## config.mk

```make
export PLATFORM = sky130hd
export DESIGN_NAME = frame_buffer_manager
export DESIGN_NICKNAME = d
export VERILOG_FILES = /design/src/rtl/frame_buf_pkg.sv /design/src/rtl/frame_index_fifo.sv /design/src/rtl/frame_buffer_manager.sv
export SDC_FILE = /design/constraint.sdc
export NUM_CORES = 1
export LEC_CHECK = 0
export BUFFER_PORTS_ARGS = -buffer_cell sky130_fd_sc_hd__buf_2
export CORE_ASPECT_RATIO = 0.7
export CORE_UTILIZATION = 45
export DETAILED_ROUTE_END_ITERATION = 8
export PLACE_DENSITY = 0.76
export SYNTH_ARGS = -nofsm -noshare
export SYNTH_HDL_FRONTEND = slang
export SYNTH_SLANG_ARGS = --single-unit
```

## constraint.sdc

```tcl
create_clock -name i_clk -period 2.4 [get_ports i_clk]
set_clock_uncertainty 0.15 [all_clocks]
set_input_delay 0.24 -clock i_clk [delete_from_list [all_inputs] [get_ports i_clk]]
set_output_delay 0.24 -clock i_clk [all_outputs]
set_load 0.01 [all_outputs]
```

## src/rtl/frame_buf_pkg.sv

```systemverilog
// rtl/frame_buf_pkg.sv - shared constants and width helpers for the frame buffer manager
package frame_buf_pkg;

  localparam logic DROP_NEWEST      = 1'b0;
  localparam logic OVERWRITE_OLDEST = 1'b1;

  function automatic int unsigned fb_clog2(input int unsigned n);
    int unsigned w;
    w = 0;
    for (int i = 0; i < 32; i++) begin
      if ((64'd1 << i) < 64'(n)) w = i + 1;
    end
    return w;
  endfunction

  // Index width never drops below one bit so degenerate depths still get a port.
  function automatic int unsigned fb_idx_width(input int unsigned n);
    return (fb_clog2(n) < 1) ? 1 : fb_clog2(n);
  endfunction

endpackage

```

## src/rtl/frame_index_fifo.sv

```systemverilog
// rtl/frame_index_fifo.sv - ready-frame index FIFO with flush and occupancy mask
module frame_index_fifo
  import frame_buf_pkg::*;
#(
  parameter int unsigned NUM_BUFFERS = 3,
  parameter int unsigned IW          = 2
) (
  input  logic                   i_clk,
  input  logic                   i_reset,
  input  logic                   i_push,
  input  logic [IW-1:0]          i_push_idx,
  input  logic                   i_pop,
  input  logic                   i_flush,
  output logic [IW-1:0]          o_head,
  output logic [IW:0]            o_count,
  output logic [NUM_BUFFERS-1:0] o_mask
);

  localparam int unsigned DEPTH = NUM_BUFFERS - 1;
  localparam int unsigned PW    = fb_idx_width(DEPTH);

  logic [IW-1:0] r_mem [DEPTH];
  logic [PW-1:0] r_rptr;
  logic [PW-1:0] r_wptr;
  logic [IW:0]   r_count;
  logic [IW:0]   w_count_n;
  logic [PW-1:0] w_slot;

  function automatic logic [PW-1:0] next_ptr(input logic [PW-1:0] p);
    return (p == PW'(DEPTH - 1)) ? '0 : p + PW'(1);
  endfunction

  always_comb begin
    w_count_n = i_flush ? '0 : r_count;
    if (i_pop && !i_flush) w_count_n = w_count_n - (IW+1)'(1);
    if (i_push)            w_count_n = w_count_n + (IW+1)'(1);
  end

  // Flush drops every entry by snapping the read pointer onto the write pointer.
  always_ff @(posedge i_clk) begin
    if (i_reset) begin
      r_rptr  <= '0;
      r_wptr  <= '0;
      r_count <= '0;
    end else begin
      if (i_push)       r_wptr <= next_ptr(r_wptr);
      if (i_flush)      r_rptr <= r_wptr;
      else if (i_pop)   r_rptr <= next_ptr(r_rptr);
      r_count <= w_count_n;
    end
  end

  always_ff @(posedge i_clk) begin
    if (i_push) r_mem[r_wptr] <= i_push_idx;
  end

  always_comb begin
    o_mask = '0;
    w_slot = r_rptr;
    for (int k = 0; k < int'(DEPTH); k++) begin
      if (k < int'(r_count)) o_mask[r_mem[w_slot]] = 1'b1;
      w_slot = next_ptr(w_slot);
    end
  end

  assign o_head  = r_mem[r_rptr];
  assign o_count = r_count;

endmodule

```

## src/rtl/frame_buffer_manager.sv

```systemverilog
// rtl/frame_buffer_manager.sv - N-way frame buffer allocator between capture writer and display reader
module frame_buffer_manager
  import frame_buf_pkg::*;
#(
  parameter int unsigned            NUM_BUFFERS  = 3,
  parameter int unsigned            ADDR_WIDTH   = 32,
  parameter logic [ADDR_WIDTH-1:0]  BASE_ADDR    = '0,
  parameter logic [ADDR_WIDTH-1:0]  FRAME_STRIDE = 32'h0002_5800,
  localparam int unsigned           IW           = fb_idx_width(NUM_BUFFERS)
) (
  input  logic                  i_clk,
  input  logic                  i_reset,
  input  logic                  i_wr_frame_done,
  output logic [ADDR_WIDTH-1:0] o_wr_addr,
  output logic                  o_rd_valid,
  output logic [ADDR_WIDTH-1:0] o_rd_addr,
  input  logic                  i_rd_done,
  output logic                  o_frame_rdy_irq,
  input  logic                  i_latest_mode,
  input  logic                  i_flush,
  output logic [IW:0]           o_ready_count,
  output logic [15:0]           o_drop_count
);

  localparam logic [64:0] SPAN = 65'(BASE_ADDR) + 65'(NUM_BUFFERS) * 65'(FRAME_STRIDE);

  if (NUM_BUFFERS < 2 || NUM_BUFFERS > 8) begin : g_bad_count
    $error("frame_buffer_manager: NUM_BUFFERS must be 2..8");
  end
  if (SPAN > (65'd1 << ADDR_WIDTH)) begin : g_bad_span
    $error("frame_buffer_manager: buffers exceed the address space");
  end

  logic [IW-1:0]          r_wr_idx, r_rd_idx;
  logic                   r_rd_valid, r_irq;
  logic [NUM_BUFFERS-1:0] r_free_mask;
  logic [15:0]            r_drop_count;
  logic [ADDR_WIDTH-1:0]  r_wr_addr, r_rd_addr;

  logic [IW-1:0]          w_fifo_head, w_free_idx, w_wr_idx_n, w_rd_idx_n;
  logic [IW:0]            w_fifo_count;
  logic [NUM_BUFFERS-1:0] w_fifo_mask, w_free_avail, w_free_n;
  logic                   w_free_any, w_rd_pop, w_wr_pop, w_push, w_drop;
  logic                   w_rd_valid_n, w_irq_n, w_own_ok;
  logic [2:0]             w_hits;
  logic [IW:0]            w_queued;

  function automatic logic [ADDR_WIDTH-1:0] idx_addr(input logic [IW-1:0] idx);
    logic [63:0] v;
    v = 64'(BASE_ADDR) + 64'(idx) * 64'(FRAME_STRIDE);
    return v[ADDR_WIDTH-1:0];
  endfunction

  frame_index_fifo #(.NUM_BUFFERS(NUM_BUFFERS), .IW(IW)) u_ready_fifo (
    .i_clk      (i_clk),
    .i_reset    (i_reset),
    .i_push     (w_push),
    .i_push_idx (r_wr_idx),
    .i_pop      (w_rd_pop | w_wr_pop),
    .i_flush    (i_flush),
    .o_head     (w_fifo_head),
    .o_count    (w_fifo_count),
    .o_mask     (w_fifo_mask)
  );

  // A flush hands its entries back first, so a same-cycle write completion can use them.
  assign w_free_avail = r_free_mask | (i_flush ? w_fifo_mask : '0);

  always_comb begin
    w_free_any = 1'b0;
    w_free_idx = '0;
    for (int i = int'(NUM_BUFFERS) - 1; i >= 0; i--) begin
      if (w_free_avail[i]) begin
        w_free_any = 1'b1;
        w_free_idx = IW'(i);
      end
    end
  end

  always_comb begin
    w_rd_pop     = !r_rd_valid && (w_fifo_count != '0) && !i_flush;
    w_wr_idx_n   = r_wr_idx;
    w_push       = 1'b0;
    w_wr_pop     = 1'b0;
    w_drop       = 1'b0;
    w_free_n     = w_free_avail;
    w_rd_idx_n   = r_rd_idx;
    w_rd_valid_n = r_rd_valid;
    w_irq_n      = 1'b0;
    if (i_wr_frame_done) begin
      if (w_free_any) begin
        w_push               = 1'b1;
        w_wr_idx_n           = w_free_idx;
        w_free_n[w_free_idx] = 1'b0;
      end else if (i_latest_mode == OVERWRITE_OLDEST && w_fifo_count != '0 && !w_rd_pop) begin
        w_push     = 1'b1;
        w_wr_pop   = 1'b1;
        w_wr_idx_n = w_fifo_head;
        w_drop     = 1'b1;
      end else begin
        w_drop = 1'b1;
      end
    end
    // The released buffer joins the free set only after this cycle's writer decision.
    if (i_rd_done && r_rd_valid) begin
      w_free_n[r_rd_idx] = 1'b1;
      w_rd_valid_n       = 1'b0;
    end else if (w_rd_pop) begin
      w_rd_idx_n   = w_fifo_head;
      w_rd_valid_n = 1'b1;
      w_irq_n      = 1'b1;
    end
  end

  always_ff @(posedge i_clk) begin
    if (i_reset) begin
      r_wr_idx     <= '0;
      r_rd_idx     <= '0;
      r_rd_valid   <= 1'b0;
      r_irq        <= 1'b0;
      r_free_mask  <= ~NUM_BUFFERS'(1);
      r_drop_count <= '0;
      r_wr_addr    <= BASE_ADDR;
      r_rd_addr    <= BASE_ADDR;
    end else begin
      r_wr_idx     <= w_wr_idx_n;
      r_rd_idx     <= w_rd_idx_n;
      r_rd_valid   <= w_rd_valid_n;
      r_irq        <= w_irq_n;
      r_free_mask  <= w_free_n;
      r_wr_addr    <= idx_addr(w_wr_idx_n);
      r_rd_addr    <= idx_addr(w_rd_idx_n);
      if (w_drop) r_drop_count <= r_drop_count + 16'd1;
    end
  end

  always_comb begin
    w_own_ok = 1'b1;
    w_hits   = '0;
    w_queued = '0;
    for (int i = 0; i < int'(NUM_BUFFERS); i++) begin
      w_hits = 3'(r_wr_idx == IW'(i)) + 3'(r_rd_valid && r_rd_idx == IW'(i))
             + 3'(w_fifo_mask[i]) + 3'(r_free_mask[i]);
      if (w_hits != 3'd1) w_own_ok = 1'b0;
      w_queued = w_queued + (IW+1)'(w_fifo_mask[i]);
    end
    if (w_queued != w_fifo_count) w_own_ok = 1'b0;
  end

  always_ff @(posedge i_clk) begin
    if (!i_reset) assert (w_own_ok) else $error("frame_buffer_manager: buffer ownership broken");
  end

  assign o_wr_addr       = r_wr_addr;
  assign o_rd_valid      = r_rd_valid;
  assign o_rd_addr       = r_rd_addr;
  assign o_frame_rdy_irq = r_irq;
  assign o_ready_count   = w_fifo_count;
  assign o_drop_count    = r_drop_count;

endmodule

```

# Word level (Yosys, flattened, before mapping)
# Memory sizes are Yosys's and may differ from the RTL's. A register that Yosys moved wholly into a read port is not among the register bits.
# Index checks and enable logic that the tools add are counted.
dict set report totals {
  inputBits 6
  regBits 94
  word_cells 97
  mem_bits_rw 4
  output_inout_bits 85
  memories 1
}
# name depth width read_ports rd_clocked_by_memory_dff wr line
set memory_table {}
lappend memory_table {u_ready_fifo.r_mem 2 2 2 1 1 frame_index_fifo.sv:22} ;# logic [IW-1:0] r_mem [DEPTH];
dict set report classes {
  bitwise_logic 6
  n_lt_le_gt_ge 10
  n_addsub 5
  mul 2
  n_mux 44
  reduce_logical 16
}
# cell count
set op_table {}
lappend op_table {{$mux 3} 9}
lappend op_table {{$mux 1} 23}
lappend op_table {{$mul 2x7->9 const B} 2}
lappend op_table {{$add 16x1->16 const B} 1}
lappend op_table {{$mux 2} 8}
lappend op_table {{$lt 2x3->1 const B} 4}
lappend op_table {{$logic_and 1x1->1} 10}
lappend op_table {{$or 3x3->3} 3}
lappend op_table {{$demux 1 s2} 4}
lappend op_table {{$ge 2x1->1 const B} 4}
lappend op_table {{$lt 1x3->1 const A} 2}
lappend op_table {{$add 3x1->3 const B} 1}
lappend op_table {{$and 3x3->3} 1}
lappend op_table {{$logic_not 1->1} 3}
lappend op_table {{$not 3->3} 1}
lappend op_table {{$reduce_bool 3->1} 1}
lappend op_table {{$sub 3x1->3 const B} 1}
lappend op_table {{$add 1x1->1 const B} 2}
lappend op_table {{$reduce_bool 2->1} 1}
lappend op_table {{$reduce_or 2->1} 1}
lappend op_table {{$or 1x1->1} 1}

# Logic depth before layout (Yosys ltp)
# Gate-level depths: netlist of the first run.
# An unclocked memory read counts as a cell.
dict set report logic_depth {
  depth_word 24
  ltp_mapped 11
  depth_no_buf 9
}

# By module
# From an unflattened synthesis of the first run, not the netlist that was laid out.
dict set report unflattened {
  hier_cells 287
  hier_area_um2 2552.4
}
# module area_each_um2 cells_each instances seq_area_each_um2
set modules_own_cells {}
lappend modules_own_cells {frame_buffer_manager 1971.9 228 1 660.6}
lappend modules_own_cells {frame_index_fifo 580.6 59 1 240.2}

# Least setup slack after synthesis of the first run
# Ideal clock, no wire load.
dict set report synth_timing {
  path_kind {register -> register}
  startpoint {register u_ready_fifo.r_count[2], in the netlist u_ready_fifo.o_count[2]}
  endpoint {register u_ready_fifo.r_count[2], in the netlist u_ready_fifo.o_count[2]}
  required_time_ns 2.134
  path_slack_ns 0.006
  t_arrival_ns 2.129
  period_less_slack_ns 2.394
  setup_ns 0.116
  stages_incl_launch_ff 11
  n_path_buf 1
  path_cell_list {dfxtp_1 > o31ai_2 > nor2_2 > or2_1 > buf_6 > o21ai_2 > mux2i_1 > nor2_1 > ha_1 > nor3b_1 > a31o_1}
}
dict set report synth_via {
  elab_chain_cells 16
  word_cells_on_any_way 28
  classes_between {add/sub (2); order compare (2); mux (14); bitwise (3); reduce/logical (7)}
}
# item line
set synth_rtl {}
lappend synth_rtl {{start: declaration} frame_index_fifo.sv:25} ;# logic [IW:0] r_count;
lappend synth_rtl {{start signal: assignment} frame_index_fifo.sv:49} ;# r_count <= w_count_n;
lappend synth_rtl {{$lt 1x3->1} frame_index_fifo.sv:61} ;# if (k < int'(r_count)) o_mask[r_mem[w_slot]] = 1'b1;
lappend synth_rtl {{$mux 3} frame_index_fifo.sv:61}
lappend synth_rtl {{$or 3x3->3 (no source line)} --}
lappend synth_rtl {{$mux 3} frame_index_fifo.sv:61}
lappend synth_rtl {{$mux 3} frame_buffer_manager.sv:67} ;# assign w_free_avail = r_free_mask | (i_flush ? w_fifo_mask : '0);
lappend synth_rtl {{$or 3x3->3} frame_buffer_manager.sv:67}
lappend synth_rtl {{$mux 1 (3 in series)} frame_buffer_manager.sv:73} ;# if (w_free_avail[i]) begin
lappend synth_rtl {{$mux 1} frame_buffer_manager.sv:91} ;# if (w_free_any) begin
lappend synth_rtl {{$mux 1} frame_buffer_manager.sv:90} ;# if (i_wr_frame_done) begin
lappend synth_rtl {{$or 1x1->1} frame_buffer_manager.sv:59} ;# .i_pop (w_rd_pop | w_wr_pop),
lappend synth_rtl {{$logic_and 1x1->1} frame_index_fifo.sv:35} ;# if (i_pop && !i_flush) w_count_n = w_count_n - (IW+1)'(1);
lappend synth_rtl {{$mux 3} frame_index_fifo.sv:35}
lappend synth_rtl {{$add 3x1->3} frame_index_fifo.sv:36} ;# if (i_push) w_count_n = w_count_n + (IW+1)'(1);
lappend synth_rtl {{$mux 3 (*)} frame_index_fifo.sv:36}
# Every way passes the cells marked *; elsewhere a longest branch is shown, timed or not.
# A chain may end at the register's enable or synchronous reset.

==> summary.md, run 1 <==
| Metric | Value |
|---|---|
| Status | `finished, violations left` |
| Failing checks | `setup timing` |
| Post-synth cell types | `58` |
| Total global routing overflow | `0` |
| ANT cells | `0` |
| Unrepaired setup endpoints after global routing | `yes` |
| Die Area | `between 6000 and 7000 um2` |
| Gate power share | `28.0%` |
| Worst slew margin | `between 50 and 60%` |
| Post-DRT Antenna Nets | `0` |
| Avg Inst Size Synth | `~9.0 um2` |
| Hold_sp | `i_rd_done` |
| Mapped cell area | `between 2000 and 3000 um2` |
| Clk network pwr share | `roughly 27%` |
| Clock Latency Late Sink | `290 ps` |
| RR Startpoint | `u_ready_fifo.r_mem[1][1]$_DFFE_PP_` |
| Vias in the first global route | `around 1900` |
| Port Buffer Count | `42` |
| Fin util | `between 50 and 60%` |
| Htree depth | `2` |
| Initial antenna violation count | `0` |
| Kind of start point of the critical path | `flop` |
| Die W | `just over 90 um` |
| Sw power | `~0.57 mW` |
| Yosys top cell by area | `dfxtp_1` |
| Final WL | `around 5.6 mm` |
| Number of DRC markers in iteration 0 | `between 80 and 90` |
| CP Capture Type | `flop` |
| Final setup fails | `2` |
| EDFF count, synth | `4` |
| First-pass GRT wire length | `roughly 9 mm` |
| Final #Nets | `between 300 and 400` |
| Yosys warns | `0` |
| Hpwl dp | `4.11 mm` |
| Growth of design area from synthesis to finish | `17.9%` |
| Clock Sinks | `43` |
| Routability cong. | `a little under 0.9` |
| Largest net degree at the start of global routing | `44` |
| Leak pwr | `1.51 nW` |
| Critical Path AT | `2620 ps` |
| Worst min path class | `in2reg` |
| Post-Syn Instances | `293` |
| Die Y | `65.9 um` |
| Top cells by area, synth | `dfxtp_1 30%, buf_4 15%, edfxtp_1 4.6%` |
| Mean routed wirelength per cell | `~13 um` |
| IO Count | `91` |
| Hold slack | `between 60 and 70 ps` |
| GRT Total Usage | `18.4%` |
| Clock slew at reported path FFs | `about 80 ps` |
| Register area share after synthesis | `34.4%` |
| Routed vias | `2099` |
| Post-synth top area share | `slightly below 30%` |
| Internal | `~1.3 mW` |
| Final WS setup | `-131 ps` |
| Total core area | `between 5000 and 6000 um2` |
| Number of fill cells in the layout | `510` |
| Maximum vdd ir drop | `between 0.0003 and 0.0004 V` |
| Flop2flop setup slack | `-130 ps` |
| Share of layout cells above drive strength 1 | `between 30% and 40%` |
| Power density over the cells | `roughly 600 nW/um2` |
| Worst r2r dst | `u_ready_fifo.o_count[2]$_SDFF_PP0_` |
| Seq pwr share | `approximately 45%` |
| Clk buf depth | `2` |
| CTS root buffer | `clkbuf_8` |
| Hold path cells | `3` |
| Initial core utilization | `between 40% and 50%` |
| Synth Register Bits | `43` |
| Asr flop ratio synth | `0%` |
| # rows | `22` |
| Slew @ Worst Pin | `approximately 740 ps` |
| Cts bufs inserted | `5` |
| Via density per instance | `just under 5` |
| Worst path required time | `around 2500 ps` |
| WHS Endpoint | `o_rd_valid$_SDFFE_PP0N_` |
| Final period util | `105%` |
| DRC viols | `0` |
| Slew Limit Fails | `0` |
| Crit path kind | `reg2reg` |
| Synth Flop Type | `dfxtp_1` |
| Achievable frequency | `just under 400 MHz` |
| Switching share of total power | `between 30% and 40%` |
| Max-cap violations | `0` |
| Final Hold Viols | `0` |
| Critical path fanouts, max | `4` |
| DRT Pass-1 Iters | `4` |
| Fin crit period | `about 2500 ps` |
| Worst R2R Path Depth | `9` |
| CTS tree | `yes` |
==> cells in the mapped netlist (all sizes together) (6+ instances only) <==
cell	instances
nor2	27
mux2	6
nand3	7
nand2	10
clkbuf	6
mux2i	6
nand2b	6
dfxtp	39
and3	7
a21oi	16
buf	55
nor2b	10
xnor2	6
inv	16
ha	9
==> power by group through the flow <==
stage               clock network (mW)  registers (mW)  logic, mW
floorplan                            0           0.847      0.334
global placement                     0           0.834      0.448
detailed placement                   0           0.837      0.458
CTS                              0.515           0.823      0.477
global route                     0.541           0.835      0.565
finish                           0.500           0.828      0.516
==> per-layer routing <==
layer / share of wire, % / global-route usage (%) / vias to the layer above
met1: 46 / 23.6 / 1005
li1: - / - / 1030
met2: 48 / 30.1 / 52
met4: 1.5 / 5.19 / 0
met3: 4.7 / 5.40 / 12
met5: 0 / 0 / -
==> worst max-delay path: stages, from the launching register on <==
cell and delay, ps:
edfxtp_1 420, mux2_4 340, a31oi_4 190, nand3b_4 110
o21ai_4 210, mux2i_1 280, nor2_1 80, ha_1 210
a221oi_1 340, a31o_1 140
==> through the flow <==
| step | cell area, um2 | total power [mW] | setup WS [ps] | cells | setup TNS, ps |
|---|---|---|---|---|---|
| 2_1_floorplan | 2800 | 1.18 | 5.85 | 340 | 0 |
| 3_3_place_gp | 2860 | 1.28 | 10.1 | 417 | 0 |
| 3_5_place_dp | 2860 | 1.30 | -63.9 | 417 | -95.7 |
| 4_1_cts | 2990 | 1.81 | -17.2 | 426 | -26.0 |
| 5_1_grt | 3090 | 1.94 | -314 | 431 | -578 |
| 6_report | 3090 | 1.84 | -131 | 431 | -148 |
==> placed cells by master, fill, tap and decap left out, types with 4 or more instances in the layout <==
cell	instances
a21o_1	5
edfxtp_1	4
a21oi_1	14
nor2_1	26
buf_2	42
nand3_1	6
buf_4	29
clkbuf_8	5
nor3_1	5
xnor2_1	5
inv_1	16
nor2b_1	10
nand2b_1	6
mux2i_1	4
conb_1	48
ha_1	9
and2_1	5
and3_1	7
dfxtp_1	34
nand2_1	9
dfxtp_2	5
==> state kept, by name, summed over array words and instances (netlist names), 3 cells and up, named ones only <==
signal and cells:
o_rd_addr 5, r_free_mask 3, o_drop_count 16, u_ready_fifo.r_mem 4, o_wr_addr 5, u_ready_fifo.o_count 3
==> cells by family (layout without fill, tap and decap cells) <==
group	after synthesis	in the layout	synth area share, %
DFF	43	43	34.4
other	1	48	0.143
AOI/OAI and AO/OA	47	47	13.3
muxes	12	12	5.30
and+or+nand+nor	95	95	20.8
adders and majority gates	9	9	4.29
buffers and inverters	77	96	18.8
xor gates and xnor gates	9	9	3.01
==> worst max path at each step <==
stage	from	end	slack [ps]
after detailed placement	u_ready_fifo.r_rptr$_SDFFE_PP0P_	u_ready_fifo.o_count[2]$_SDFF_PP0_	-60
after CTS	u_ready_fifo.r_mem[1][1]$_DFFE_PP_	u_ready_fifo.o_count[2]$_SDFF_PP0_	-20
after global routing	u_ready_fifo.r_mem[1][1]$_DFFE_PP_	u_ready_fifo.o_count[2]$_SDFF_PP0_	-310
after floorplan	u_ready_fifo.o_count[2]$_SDFF_PP0_	u_ready_fifo.o_count[2]$_SDFF_PP0_	6
after global placement	u_ready_fifo.r_mem[0][0]$_DFFE_PP_	u_ready_fifo.o_count[0]$_SDFF_PP0_	10
final	u_ready_fifo.r_mem[1][1]$_DFFE_PP_	u_ready_fifo.o_count[2]$_SDFF_PP0_	-130
==> what timing repair did <==
item	4_1_cts	5_1_grt
buffers inserted	2	5
resized for setup	4	15
hold buffers	0	0
endpoints found under the setup margin	4	18
hold endpoints to repair	0	0
pin swaps	1	5
==> final cells by class <==
| cell class | instances | area [um2] | share of cell area [%] |
|---|---|---|---|
| well taps | 72 | 90.1 | 2.91 |
| repair buffers | 73 | 459 | 14.8 |
| multi-input cells | 220 | 1480 | 47.8 |
| flip-flops and latches | 43 | 907 | 29.3 |
| inverters | 16 | 60.1 | 1.94 |
| clock buffers | 7 | 97.6 | 3.16 |
No activity file was read; power rests on OpenSTA's default activity.
==> run 2: changes to the inputs <==
--- a/config.mk
+++ b/config.mk
@@ -13,3 +13,4 @@
 export SYNTH_ARGS = -nofsm -noshare
 export SYNTH_HDL_FRONTEND = slang
 export SYNTH_SLANG_ARGS = --single-unit
+export TNS_END_PERCENT = 20
==> run 2 against run 1 <==
Compared with the run above:
- the flow still finishes with violations (setup timing)
- global-route usage decreased by 0.075 points
- final cell count grew 0.46%
- via count up 0.33%
- wire length shrank 0.71%
- sequential share of layout area shrank 0.36 points
- largest cell class unchanged
==> summary.md, run 2 (synthesis results as in run 1) <==
| Metric | Value |
|---|---|
| Status | `finished, violations left (unchanged)` |
| Failing checks | `setup timing (unchanged)` |
| Final WS setup | `-87.4 ps (was -131 ps)` |
| Hpwl dp | `4.11 mm (unchanged)` |
| Power Total | `1.86 mW (was 1.84 mW)` |
| CP Capture Type | `flop (unchanged)` |
| Most frequent cells in the layout | `48 x conb_1, 42 x buf_2, 35 x dfxtp_1, 31 x buf_4, 25 x nor2_1 (was 48 x conb_1, 42 x buf_2, 34 x dfxtp_1, 29 x buf_4, 26 x nor2_1)` |
| ANT cells | `0 (unchanged)` |
| Htree depth | `2 (unchanged)` |
| Clock slew at reported path FFs | `80 ps (about the same)` |
| Maximum vdd ir drop | `0.000371 V (about the same)` |
| Kind of start point of the critical path | `flop (unchanged)` |
| GRT Total Usage | `18.3% (was 18.4%)` |
| Total global routing overflow | `0 (unchanged)` |
| Total core area | `5420 um2 (unchanged)` |
| Critical Path AT | `2580 ps (was 2620 ps)` |
| Final setup fails | `1 (was 2)` |
| Worst slew margin | `50.4% (was 50.8%)` |
| Share of layout cells above drive strength 1 | `31.3% (was 30.4%)` |
| Max-cap violations | `0 (unchanged)` |
| Growth of design area from synthesis to finish | `19.2% (was 17.9%)` |
| Clock Latency Late Sink | `290 ps (about the same)` |
| CTS tree | `yes (unchanged)` |
| Worst path required time | `2490 ps (about the same)` |
| Slew @ Worst Pin | `744 ps (was 738 ps)` |
| IO Count | `91 (unchanged)` |
| Port Buffer Count | `42 (unchanged)` |
| Routed vias | `2106 (was 2099)` |
| Slew Limit Fails | `0 (unchanged)` |
| Die Y | `65.9 um (unchanged)` |
| DRC viols | `0 (unchanged)` |
| Crit path kind | `reg2reg (unchanged)` |
| Final Hold Viols | `0 (unchanged)` |
| Clock Sinks | `43 (unchanged)` |
| Number of fill cells in the layout | `506 (was 510)` |
| Vias in the first global route | `1930 (was 1936)` |
| Via density per instance | `4.86 (was 4.87)` |
| Unrepaired setup endpoints after global routing | `yes (unchanged)` |
| Largest net degree at the start of global routing | `44 (unchanged)` |
| Die W | `93.2 um (unchanged)` |
| Commonest non-fill, non-tap cell in the layout | `conb_1 (unchanged)` |
| Leak pwr | `1.53 nW (was 1.51 nW)` |
| DRT Pass-1 Iters | `4 (unchanged)` |
| Clk buf depth | `2 (unchanged)` |
| Fin crit period | `2490 ps (was 2530 ps)` |
| Mean routed wirelength per cell | `12.9 um (was 13.1 um)` |
| CTS root buffer | `clkbuf_8 (unchanged)` |
| Max reg flops | `16 (unchanged)` |
| Number of DRC markers in iteration 0 | `111 (was 88)` |
| Achievable frequency | `402 MHz (was 395 MHz)` |
| Initial core utilization | `48.4% (unchanged)` |
| # rows | `22 (unchanged)` |
| Post-DRT Antenna Nets | `0 (unchanged)` |
| Final period util | `104% (was 105%)` |
| Cts bufs inserted | `5 (unchanged)` |
| Fin util | `57.7% (was 57.0%)` |
| Final #Nets | `376 (was 374)` |
| First-pass GRT wire length | `8.73 mm (was 8.75 mm)` |
| Power density over the cells | `594 nW/um2 (was 596 nW/um2)` |
| Final WL | `5.59 mm (was 5.63 mm)` |
| Worst min path class | `in2reg (unchanged)` |
| Initial antenna violation count | `0 (unchanged)` |
| Critical path fanouts, max | `3 (was 4)` |
| Die Area | `6140 um2 (unchanged)` |
| Routability cong. | `0.880 (unchanged)` |
-- run 2: per-layer routing --
metal | vias up | track usage (%) | share of wire (%)
li1 | 1030 | - | -
met1 | 1014 | 23.6 | 46
met2 | 52 | 30.0 | 48
met3 | 10 | 5.40 | 4.9
met4 | 0 | 5.19 | 1.3
met5 | - | 0 | 0
-- run 2: worst paths after layout --
| check | from | endpoint | slack (ps) | cells past startpoint |
|---|---|---|---|---|
| max | u_ready_fifo.r_mem[1][1]$_DFFE_PP_ | u_ready_fifo.o_count[2]$_SDFF_PP0_ | -90 | 9 |
| min | i_rd_done | o_rd_valid$_SDFFE_PP0N_ | 70 | 3 |
| max reg2reg | u_ready_fifo.r_mem[1][1]$_DFFE_PP_ | u_ready_fifo.o_count[2]$_SDFF_PP0_ | -90 | 9 |
| min reg2reg | o_wr_addr[18]$_SDFF_PP0_ | u_ready_fifo.r_mem[1][1]$_DFFE_PP_ | 380 | 0 |
-- run 2: where the power goes --
part	switching, mW	leakage [nW]	internal, mW	total [mW]
combinational	0.284	1.12	0.244	0.529
clock	0.237	0.0495	0.263	0.500
sequential	0.0481	0.358	0.779	0.827
total	0.570	1.53	1.29	1.86
-- run 2: worst max-delay path, cell delays in order (launching register included) --
cell,delay [ps]
edfxtp_1,420
mux2_4,340
a31oi_4,210
nand3b_4,110
o21ai_4,200
mux2i_1,280
nor2_1,80
ha_2,190
a221oi_1,320
a31o_1,140
-- run 2: area by class of cell --
cell class                      count  area [um2]  share of cell area, %
Tap cell                           72        90.1                   2.88
Timing Repair Buffer               75         474                   15.2
Multi-Input combinational cell    220        1500                   47.9
Clock buffer                        7        97.6                   3.12
Inverter                           16        60.1                   1.92
Sequential cell                    43         906                   29.0
-- run 2: what timing repair did --
item / 4_1_cts / 5_1_grt
pin swaps: 1 / 5
setup endpoints to repair: 4 / 18
setup buffers: 1 / 8
hold endpoints to repair: 0 / 0
hold buffers: 0 / 0
gates resized for setup: 1 / 22
-- run 2: per-stage QoR --
stage | setup WS (ps) | std cells | area, um2 | hold WS (ps) | setup TNS (ps)
floorplan | 5.85 | 340 | 2800 | 272 | 0
detailed placement | -63.9 | 417 | 2860 | 375 | -95.7
global route | -161 | 433 | 3130 | 99.4 | -394
CTS | -40.7 | 425 | 2970 | 60.5 | -49.9
finish | -87.4 | 433 | 3130 | 69.3 | -87.4
global placement | 10.1 | 417 | 2860 | 364 | 0
